**config.mk**
```make
export PLATFORM = sky130hd
export DESIGN_NAME = fpnew_shared_issue_arbiter
export DESIGN_NICKNAME = d
export VERILOG_FILES = /design/src/rtl/fpnew_shared_issue_arbiter.sv
export SDC_FILE = /design/constraint.sdc
export NUM_CORES = 1
export LEC_CHECK = 0
export CORE_AREA = 4 4 310 312
export DETAILED_ROUTE_END_ITERATION = 16
export DIE_AREA = 0 0 314 316
export MAX_ROUTING_LAYER = met4
export PLACE_DENSITY = 0.34
export SETUP_SLACK_MARGIN = 0.4
export SLEW_MARGIN = 5
export SYNTH_ARGS = -nofsm -noshare
export SYNTH_HDL_FRONTEND = slang
export SYNTH_SLANG_ARGS = --single-unit
```
**constraint.sdc**
```tcl
create_clock -name clk_i -period 4.15 [get_ports clk_i]
set_input_delay 1.0375 -clock clk_i [delete_from_list [all_inputs] [get_ports clk_i]]
set_output_delay 1.0375 -clock clk_i [all_outputs]
set_load 0.01 [all_outputs]
```
**src/rtl/fpnew_shared_issue_arbiter.sv**
```systemverilog
// fpnew_shared_issue_arbiter: shares one FPU issue port among NumReq
// requesters (round-robin, grant lock, ID tag, credits, result routing).
// Ports: clk_i, rst_i (sync, active-high), flush_i;
//   req_valid_i/req_ready_o/req_data_i   core-side issue, one per requester
//   fpu_valid_o/fpu_ready_i/fpu_data_o/fpu_id_o   issue toward the FPU
//   rsp_valid_i/rsp_ready_o/rsp_id_i/rsp_data_i   result from the FPU
//   rsp_valid_o/rsp_ready_i/rsp_data_o   result toward requesters
//   id_err_o (sticky bad ID / credit underflow), busy_o, stall_cnt_o.
// Optional feature macro: FPNEW_SHARED_ARB_PERF_EN enables the
// per-requester stall counters; otherwise stall_cnt_o is tied to zero.
module fpnew_shared_issue_arbiter #(
   parameter int unsigned NumReq         = 4,
   parameter int unsigned PayloadWidth   = 128,
   parameter int unsigned RspWidth       = 38,
   parameter int unsigned MaxOutstanding = 4,
   localparam int unsigned IdWidth       = $clog2(NumReq)
) (
   input  logic                           clk_i,
   input  logic                           rst_i,
   input  logic                           flush_i,
   input  logic [NumReq-1:0]              req_valid_i,
   output logic [NumReq-1:0]              req_ready_o,
   input  logic [NumReq*PayloadWidth-1:0] req_data_i,
   output logic                           fpu_valid_o,
   input  logic                           fpu_ready_i,
   output logic [PayloadWidth-1:0]        fpu_data_o,
   output logic [IdWidth-1:0]             fpu_id_o,
   input  logic                           rsp_valid_i,
   output logic                           rsp_ready_o,
   input  logic [IdWidth-1:0]             rsp_id_i,
   input  logic [RspWidth-1:0]            rsp_data_i,
   output logic [NumReq-1:0]              rsp_valid_o,
   input  logic [NumReq-1:0]              rsp_ready_i,
   output logic [RspWidth-1:0]            rsp_data_o,
   output logic                           id_err_o,
   output logic                           busy_o,
   output logic [NumReq*16-1:0]           stall_cnt_o
);

   typedef enum logic {IDLE, LOCKED} state_e;

   state_e             state_q;
   logic [IdWidth-1:0] rr_ptr_q, rr_ptr_d;
   logic [IdWidth-1:0] lock_id_q;
   logic [IdWidth-1:0] grant, sel;
   logic [3:0]         cnt_q [NumReq];
   logic [3:0]         cnt_d [NumReq];
   logic [NumReq-1:0]  elig;
   logic               any_elig;
   logic               kill;
   logic               issue_hs;
   logic               rsp_id_ok;
   logic               rsp_hs;
   logic               underflow;
   logic               id_err_q;

   // Reset and flush both suppress every handshake in the current cycle.
   assign kill = rst_i | flush_i;

   // Round-robin: first eligible requester at or after rr_ptr_q.
   always_comb begin
      int unsigned idx;
      idx      = 0;
      grant    = '0;
      any_elig = 1'b0;
      for (int unsigned i = 0; i < NumReq; i++)
         elig[i] = req_valid_i[i] & (cnt_q[i] < 4'(MaxOutstanding));
      for (int unsigned i = 0; i < NumReq; i++) begin
         idx = (32'(rr_ptr_q) + i) % NumReq;
         if (!any_elig && elig[idx]) begin
            any_elig = 1'b1;
            grant    = IdWidth'(idx);
         end
      end
   end

   // A locked grant ignores credit and other requesters until it handshakes.
   always_comb begin
      if (state_q == LOCKED) begin
         sel         = lock_id_q;
         fpu_valid_o = ~kill & req_valid_i[lock_id_q];
      end else begin
         sel         = grant;
         fpu_valid_o = ~kill & any_elig;
      end
   end

   assign fpu_data_o = req_data_i[32'(sel)*PayloadWidth +: PayloadWidth];
   assign fpu_id_o   = sel;
   assign issue_hs   = fpu_valid_o & fpu_ready_i;

   always_comb begin
      req_ready_o      = '0;
      req_ready_o[sel] = issue_hs;
   end

   // Response routing; unknown IDs are accepted and dropped.
   assign rsp_id_ok  = 32'(rsp_id_i) < NumReq;
   assign rsp_data_o = rsp_data_i;

   always_comb begin
      rsp_valid_o = '0;
      rsp_ready_o = 1'b1;
      if (!kill && rsp_id_ok) begin
         rsp_valid_o[rsp_id_i] = rsp_valid_i;
         rsp_ready_o           = rsp_ready_i[rsp_id_i];
      end
   end

   assign rsp_hs    = rsp_valid_i & rsp_ready_o & ~kill & rsp_id_ok;
   assign underflow = rsp_hs & (cnt_q[rsp_id_i] == 4'd0);

   // Credit counters: issue and return to the same requester cancel out.
   always_comb begin
      logic inc, dec;
      inc = 1'b0;
      dec = 1'b0;
      for (int unsigned r = 0; r < NumReq; r++) begin
         inc      = issue_hs & (32'(sel) == r);
         dec      = rsp_hs & (32'(rsp_id_i) == r);
         cnt_d[r] = cnt_q[r];
         if (inc && !dec && cnt_q[r] != 4'hF)
            cnt_d[r] = cnt_q[r] + 4'd1;
         else if (dec && !inc && cnt_q[r] != 4'd0)
            cnt_d[r] = cnt_q[r] - 4'd1;
      end
      rr_ptr_d = issue_hs ? IdWidth'((32'(sel) + 1) % NumReq) : rr_ptr_q;
   end

   always_ff @(posedge clk_i) begin
      if (rst_i) begin
         state_q   <= IDLE;
         rr_ptr_q  <= '0;
         lock_id_q <= '0;
         id_err_q  <= 1'b0;
         for (int unsigned r = 0; r < NumReq; r++)
            cnt_q[r] <= '0;
      end else begin
         if ((rsp_valid_i && !rsp_id_ok) || underflow)
            id_err_q <= 1'b1;
         if (flush_i) begin
            state_q   <= IDLE;
            rr_ptr_q  <= '0;
            lock_id_q <= '0;
            for (int unsigned r = 0; r < NumReq; r++)
               cnt_q[r] <= '0;
         end else begin
            cnt_q     <= cnt_d;
            rr_ptr_q  <= rr_ptr_d;
            lock_id_q <= sel;
            state_q   <= (fpu_valid_o && !fpu_ready_i) ? LOCKED : IDLE;
         end
      end
   end

   assign id_err_o = id_err_q;

   always_comb begin
      busy_o = fpu_valid_o;
      for (int unsigned r = 0; r < NumReq; r++)
         busy_o = busy_o | (cnt_q[r] != 4'd0);
   end

`ifdef FPNEW_SHARED_ARB_PERF_EN
   logic [15:0] stall_q [NumReq];

   // Saturating; survives flush, cleared by reset only.
   always_ff @(posedge clk_i) begin
      for (int unsigned r = 0; r < NumReq; r++) begin
         if (rst_i)
            stall_q[r] <= '0;
         else if (req_valid_i[r] && !req_ready_o[r] && stall_q[r] != 16'hFFFF)
            stall_q[r] <= stall_q[r] + 16'd1;
      end
   end

   always_comb begin
      stall_cnt_o = '0;
      for (int unsigned r = 0; r < NumReq; r++)
         stall_cnt_o[r*16 +: 16] = stall_q[r];
   end
`else
   assign stall_cnt_o = '0;
`endif

endmodule

```
## Word-level counts from Yosys, hierarchy flattened

Cells that the tools add are included.

- Multiplexer cells: 40
- Magnitude comparators: 14
- Shift-type cells: 1
- Bitwise operators: 27
- Add/subtract/negate cells: 12
- Reduce and logical (&&, ||, !) cells: 46
- Equality and inequality tests: 10

Operators with widths:

| operator | number |
|---|---|
| 512-bit by 10-bit variable part select with 128-bit output | 1 |
| 4-bit two-way mux | 11 |
| 1-bit logical AND | 22 |
| 2-bit by 3-bit less-than comparator with 1-bit output (second input constant) | 7 |
| 1-bit bitwise AND | 18 |
| 4-bit by 1-bit adder with 4-bit output (second input constant) | 4 |
| 4-bit by 3-bit less-than comparator with 1-bit output (second input constant) | 4 |
| 4-bit inequality test (second input constant) | 4 |
| 4-bit nonzero test | 4 |
| 4-bit by 1-bit subtractor with 4-bit output (second input constant) | 4 |
| 1-bit two-way mux | 15 |
| 1-bit binary-select mux with 2-bit select | 6 |
| 1-bit logical NOT | 12 |
| 2-bit two-way mux | 5 |
| 4-bit bitwise AND | 2 |
| 4-bit binary-select mux with 2-bit select | 1 |
| 2-bit equality test (second input constant) | 4 |
| 2-bit nonzero test | 4 |
| 1-bit bitwise OR | 5 |
| 2-bit by 1-bit adder with 2-bit output (second input constant) | 2 |
| 2-bit adder (second input constant) | 2 |
| 1-bit demux with 2-bit select | 2 |
| 2-bit by 1-bit equality test with 1-bit output (second input constant) | 2 |
| 2-bit by 1-bit greater-or-equal comparator with 1-bit output (second input constant) | 2 |
| 6 further kinds | 7 |

- Bits of input ports: 565
- Output and inout port bits: 244
- Bits in registers: 22

## Logic depth before layout (Yosys ltp)

- Word-level depth: 23
- Depth in mapped cells: 15
- Gate-level depth less buffers: 13

## Worst setup path after synthesis

No wires, ideal clock.

- Kind: input -> output
- Start point: input port req_valid_i[3]
- End point: output port fpu_data_o[10]
- Path buffers: 2
- Data required time: 3.113 ns
- Data arrival time: 3.201 ns
- Slack: -0.089 ns
- Cell stages on the path: 9
- Path through: or3b_4 > or4_4 > a2111oi_4 > a211oi_2 > inv_2 > buf_4 > clkbuf_1 > nand2_1 > a31oi_1

- Cells in the longest elaborated chain, start to end: 15
- Elaborated cells between the ends (all ways): 24

Ends and longest elaborated chain:

| what | line | source |
|---|---|---|
| start, declared | 21 | `input logic [NumReq-1:0] req_valid_i,` |
| 1-bit bitwise AND * | 67 | `elig[i] = req_valid_i[i] & (cnt_q[i] < 4'(MaxOutstanding));` |
| 1-bit binary-select mux with 2-bit select | 70 | `if (!any_elig && elig[idx]) begin` |
| 1-bit two-way mux (implied by the code) | 70 |  |
| 1-bit two-way mux | 70 |  |
| 1-bit logical NOT | 70 |  |
| 1-bit logical AND | 70 |  |
| 1-bit two-way mux | 70 |  |
| 1-bit logical NOT | 70 |  |
| 1-bit logical AND | 70 |  |
| 1-bit two-way mux | 70 |  |
| 1-bit logical NOT | 70 |  |
| 1-bit logical AND | 70 |  |
| 2-bit two-way mux * | 70 |  |
| 2-bit two-way mux * | 79 | `if (state_q == LOCKED) begin` |
| 512-bit by 10-bit variable part select with 128-bit output * | 88 | `assign fpu_data_o = req_data_i[32'(sel)*PayloadWidth +: PayloadWidth];` |
| end, declared | 26 | `output logic [PayloadWidth-1:0] fpu_data_o,` |

Every way passes the cells marked *; elsewhere a longest branch is shown, timed or not. The select of a mux whose other input is x is not followed.

## Final worst setup path

- Start point: input port req_valid_i[3]
- End point: output port fpu_data_o[51]

Same word-level chain as after synthesis.

==> results <==
## synth_stat cells, types with 3 or more instances
cell type  count
nor3b_1        4
o21ai_0        4
and3_1       130
inv_2          3
and4_1         3
buf_2          3
nor2_1        13
nand2_1      541
a31oi_1      128
nand3_1        4
a21oi_1        7
buf_4        129
mux4_2         3
o31ai_1        4
clkbuf_1      60
inv_1          8
ha_1           8
nand4_1        4
nor3_1         4
a211oi_1       3
a21o_1         7
nor4_1         4
mux2i_1       14
dfxtp_1       22
fa_1           4
xnor2_1        4
## cell usage in the layout, fill, tap and decap left out, types with 8 or more instances in the layout
cell / instances
nand2_4: 42
diode_2: 12
clkdlybuf4s50_1: 523
conb_1: 64
buf_16: 17
dfxtp_1: 22
buf_2: 43
buf_6: 167
nand2_2: 118
a31oi_4: 84
nand2_1: 380
a31oi_2: 44
buf_12: 42
buf_4: 140
and3_4: 122
buf_8: 34
and3_1: 8
mux2i_1: 13
## area by class of cell
| class | count | share of cell area |
|---|---|---|
| Inverter | 11 | 0.00375 |
| Timing Repair Buffer | 979 | 0.504 |
| Timing Repair inverter | 1 | 0.000967 |
| Clock buffer | 3 | 0.00363 |
| Multi-Input combinational cell | 987 | 0.388 |
| Tap cell | 1254 | 0.0758 |
| Sequential cell | 22 | 0.0213 |
| Clock inverter | 1 | 0.00145 |
| Antenna cell | 12 | 0.00145 |
## sequential cells by signal, summed over array words and instances, names as in the netlist
signal / flops
cnt_q: 16
id_err_o: 1
lock_id_q: 2
rr_ptr_q: 2
state_q: 1
## critical path, stage by stage
cell and delay (ns):
buf_6 0.07, or3b_4 0.37, or4_4 0.50, a2111oi_4 0.41
a211oi_4 0.08, buf_4 0.17, buf_12 0.13, inv_16 0.07
buf_12 0.10, buf_6 0.08, buf_6 0.09, buf_16 0.12
buf_8 0.11, buf_6 0.11, nand2_2 0.04, and3_4 0.17
a31oi_2 0.15, buf_4 0.16
## timing repair
item,CTS,global route
gates resized for setup,830,480
cloned,14,4
setup buffers,75,66
pin swaps,43,181
endpoints found under the setup margin,156,154
## how the worst min path moves through the flow
stage | depth (start not counted) | slack, ns | end
3_3_place_gp | 2 | 0.49 | id_err_o$_SDFFE_PP0P_
3_5_place_dp | 2 | 0.51 | id_err_o$_SDFFE_PP0P_
2_1_floorplan | 1 | 0.47 | cnt_q[11]$_SDFFE_PN0P_
6_report | 2 | 0.52 | id_err_o$_SDFFE_PP0P_
5_1_grt | 1 | 0.58 | cnt_q[0]$_SDFFE_PN0P_
4_1_cts | 2 | 0.53 | id_err_o$_SDFFE_PP0P_
## metal layers
metal  global-route usage  up-vias  wire length [um]
met5                    -        -                 0
met4              0.00784        0               541
met3               0.0446       44              6290
met2                0.226      536             34000
met1                0.159     5494             28900
li1                     -     5470                 -
## stage by stage
step / util / setup TNS, ns
floorplan: - / -0.554
global placement: 0.173 / -174.95
detailed placement: 0.173 / -178.04
CTS: 0.194 / -91.17
global route: 0.222 / -107.68
finish: 0.222 / -95.25
## report_power, final
part | internal (mW) | leakage, nW | switching [mW] | total, mW
combinational | 2.21 | 8.16 | 1.72 | 3.93
sequential | 0.218 | 0.178 | 0.0114 | 0.230
clock | 0.192 | 0.0512 | 0.0913 | 0.283
## kinds of logic (layout without fill, tap and decap cells)
| kind of cell | Yosys count | in the layout | share of synthesized area |
|---|---|---|---|
| simple gates | 722 | 722 | 0.495 |
| buf+inv | 204 | 995 | 0.195 |
| compound gates | 168 | 168 | 0.174 |
| flops | 22 | 22 | 0.0686 |
| mux | 17 | 17 | 0.0324 |
| fa+ha+maj | 12 | 12 | 0.0281 |
| xor+xnor | 4 | 4 | 0.00546 |
| other cells | 1 | 76 | 0.000584 |
==> impl_metrics.py <==
metrics = {
    "timing": {
        "fmax_mhz": 198,
        "period_needed_ns": 5.05,
        "slew_headroom": 0.598,
        "layout_setup_ws_ns": -0.898,
        "hold_viol": 0,
        "tightest_slew_ns": 0.599,
        "whs_ns": 0.523,
        "rsz0062_at_grt": "yes",
        "period_share": 1.22,
        "report.final.setup_viol": 139,
        "fin_skew_ns": 0.00709,
        "finalMaxSlewViolations": 0,
    },
    "die": {
        "die_area_sq_um": 99200,
        "die_height_um": 316,
        "initial_utilization": 0.0690,
        "die_w_um": 314,
        "rows": 112,
        "ios": 809,
        "core_sq_um": 93000,
    },
    "worst_setup_path": {
        "crit_start": "req_valid_i[3]",
        "rrSetupSlack_ns": 0.15,
        "setup.worst_path.class": "in2out",
        "crit_end": "fpu_data_o[51]",
        "cp_data_required_time_ns": 3.11,
        "crit_path_end_kind": "primary output",
        "start_kind": "input pin",
        "rr_endpoint": "cnt_q[7]$_SDFFE_PN0P_",
        "reg2reg_depth": 21,
        "worst_ep_arrival_time_ns": 4.01,
        "r2r_start": "cnt_q[2]$_SDFFE_PN0P_",
        "critPathMaxFanout": 5,
    },
    "final_layout": {
        "multi_input_area_sq_um": 8030,
        "layout-drive-gt1-share": 0.462,
        "final_nets": 2582,
        "area_delta_synth_final_pct": 223,
        "finish.instance_area_sq_um": 20700,
        "final_cells": 3270,
        "nFillCells": 10400,
        "regArea_sq_um": 440,
    },
    "global_routing": {
        "grt_max_degree": 60,
        "grt_pass1_vias": 12100,
        "antenna_found_initial": 24,
        "grt_usage": 0.132,
        "grt_first_pass_wirelength_um": 92600,
        "overflow": 0,
    },
    "routing": {
        "dr_total_vias": 11500,
        "drt_first_pass_iters": 5,
        "via_per_inst": 3.53,
        "initialDrtViolationCount": 430,
        "drt_wl_total_um": 69700,
        "antenna_left": 0,
        "drc_errors": 0,
        "wl_per_cell_um": 21.3,
    },
    "placed_design": {
        "place_hpwl_um": 55500,
        "dp_slack_ns": -1.47,
        "dp_cells": 3095,
        "placed_area_sq_um": 16100,
        "port_buffers": 668,
        "place_congestion": 0.904,
    },
    "min_path": {
        "hp-class": "reg2reg",
        "worstHoldStart": "id_err_o$_SDFFE_PP0P_",
    },
    "power": {
        "powerDensity_nw_per_um2": 215,
        "power.total_mw": 4.45,
        "ir_drop_uv": 131,
        "power.leakage_nw": 8.39,
    },
    "clocking": {
        "h-tree-depth": 1,
        "cts_root_buf": "clkbuf_16",
        "cts_hold_buf": 0,
        "cts_sinks": 22,
        "clk_latency_ns": 0.26,
        "tritoncts": "done",
        "cts_buffer_depth": 2,
        "clkTransAtPathRegs_ns": 0.06,
        "cts_buffers": 3,
    },
    "yosys": {
        "yosysUniqueCellTypes": 52,
        "ys_async_sr_fraction": 0,
        "synth.area.top_cells": "nand2_1 32%, buf_4 15%, and3_1 13%",
        "netlist_instances": 1150,
        "yosys_warnings": 0,
        "synth_ff_type": "dfxtp_1",
        "yosysTopAreaCell": "nand2_1",
        "synth_top_area_frac": 0.316,
        "synth-seq-cells": 22,
        "synth_area_sq_um": 6420,
        "synth_edf_count": 0,
        "syn_area_per_cell_sq_um": 5.58,
        "synth-seq-area-share": 0.0686,
    },
    "outcome": {
        "violations": "negative setup slack",
        "outcome": "finished with violations",
    },
    "run": {
        "drv_cap": 0,
    },
}
Note: power is estimated with default switching activity, not from simulation.
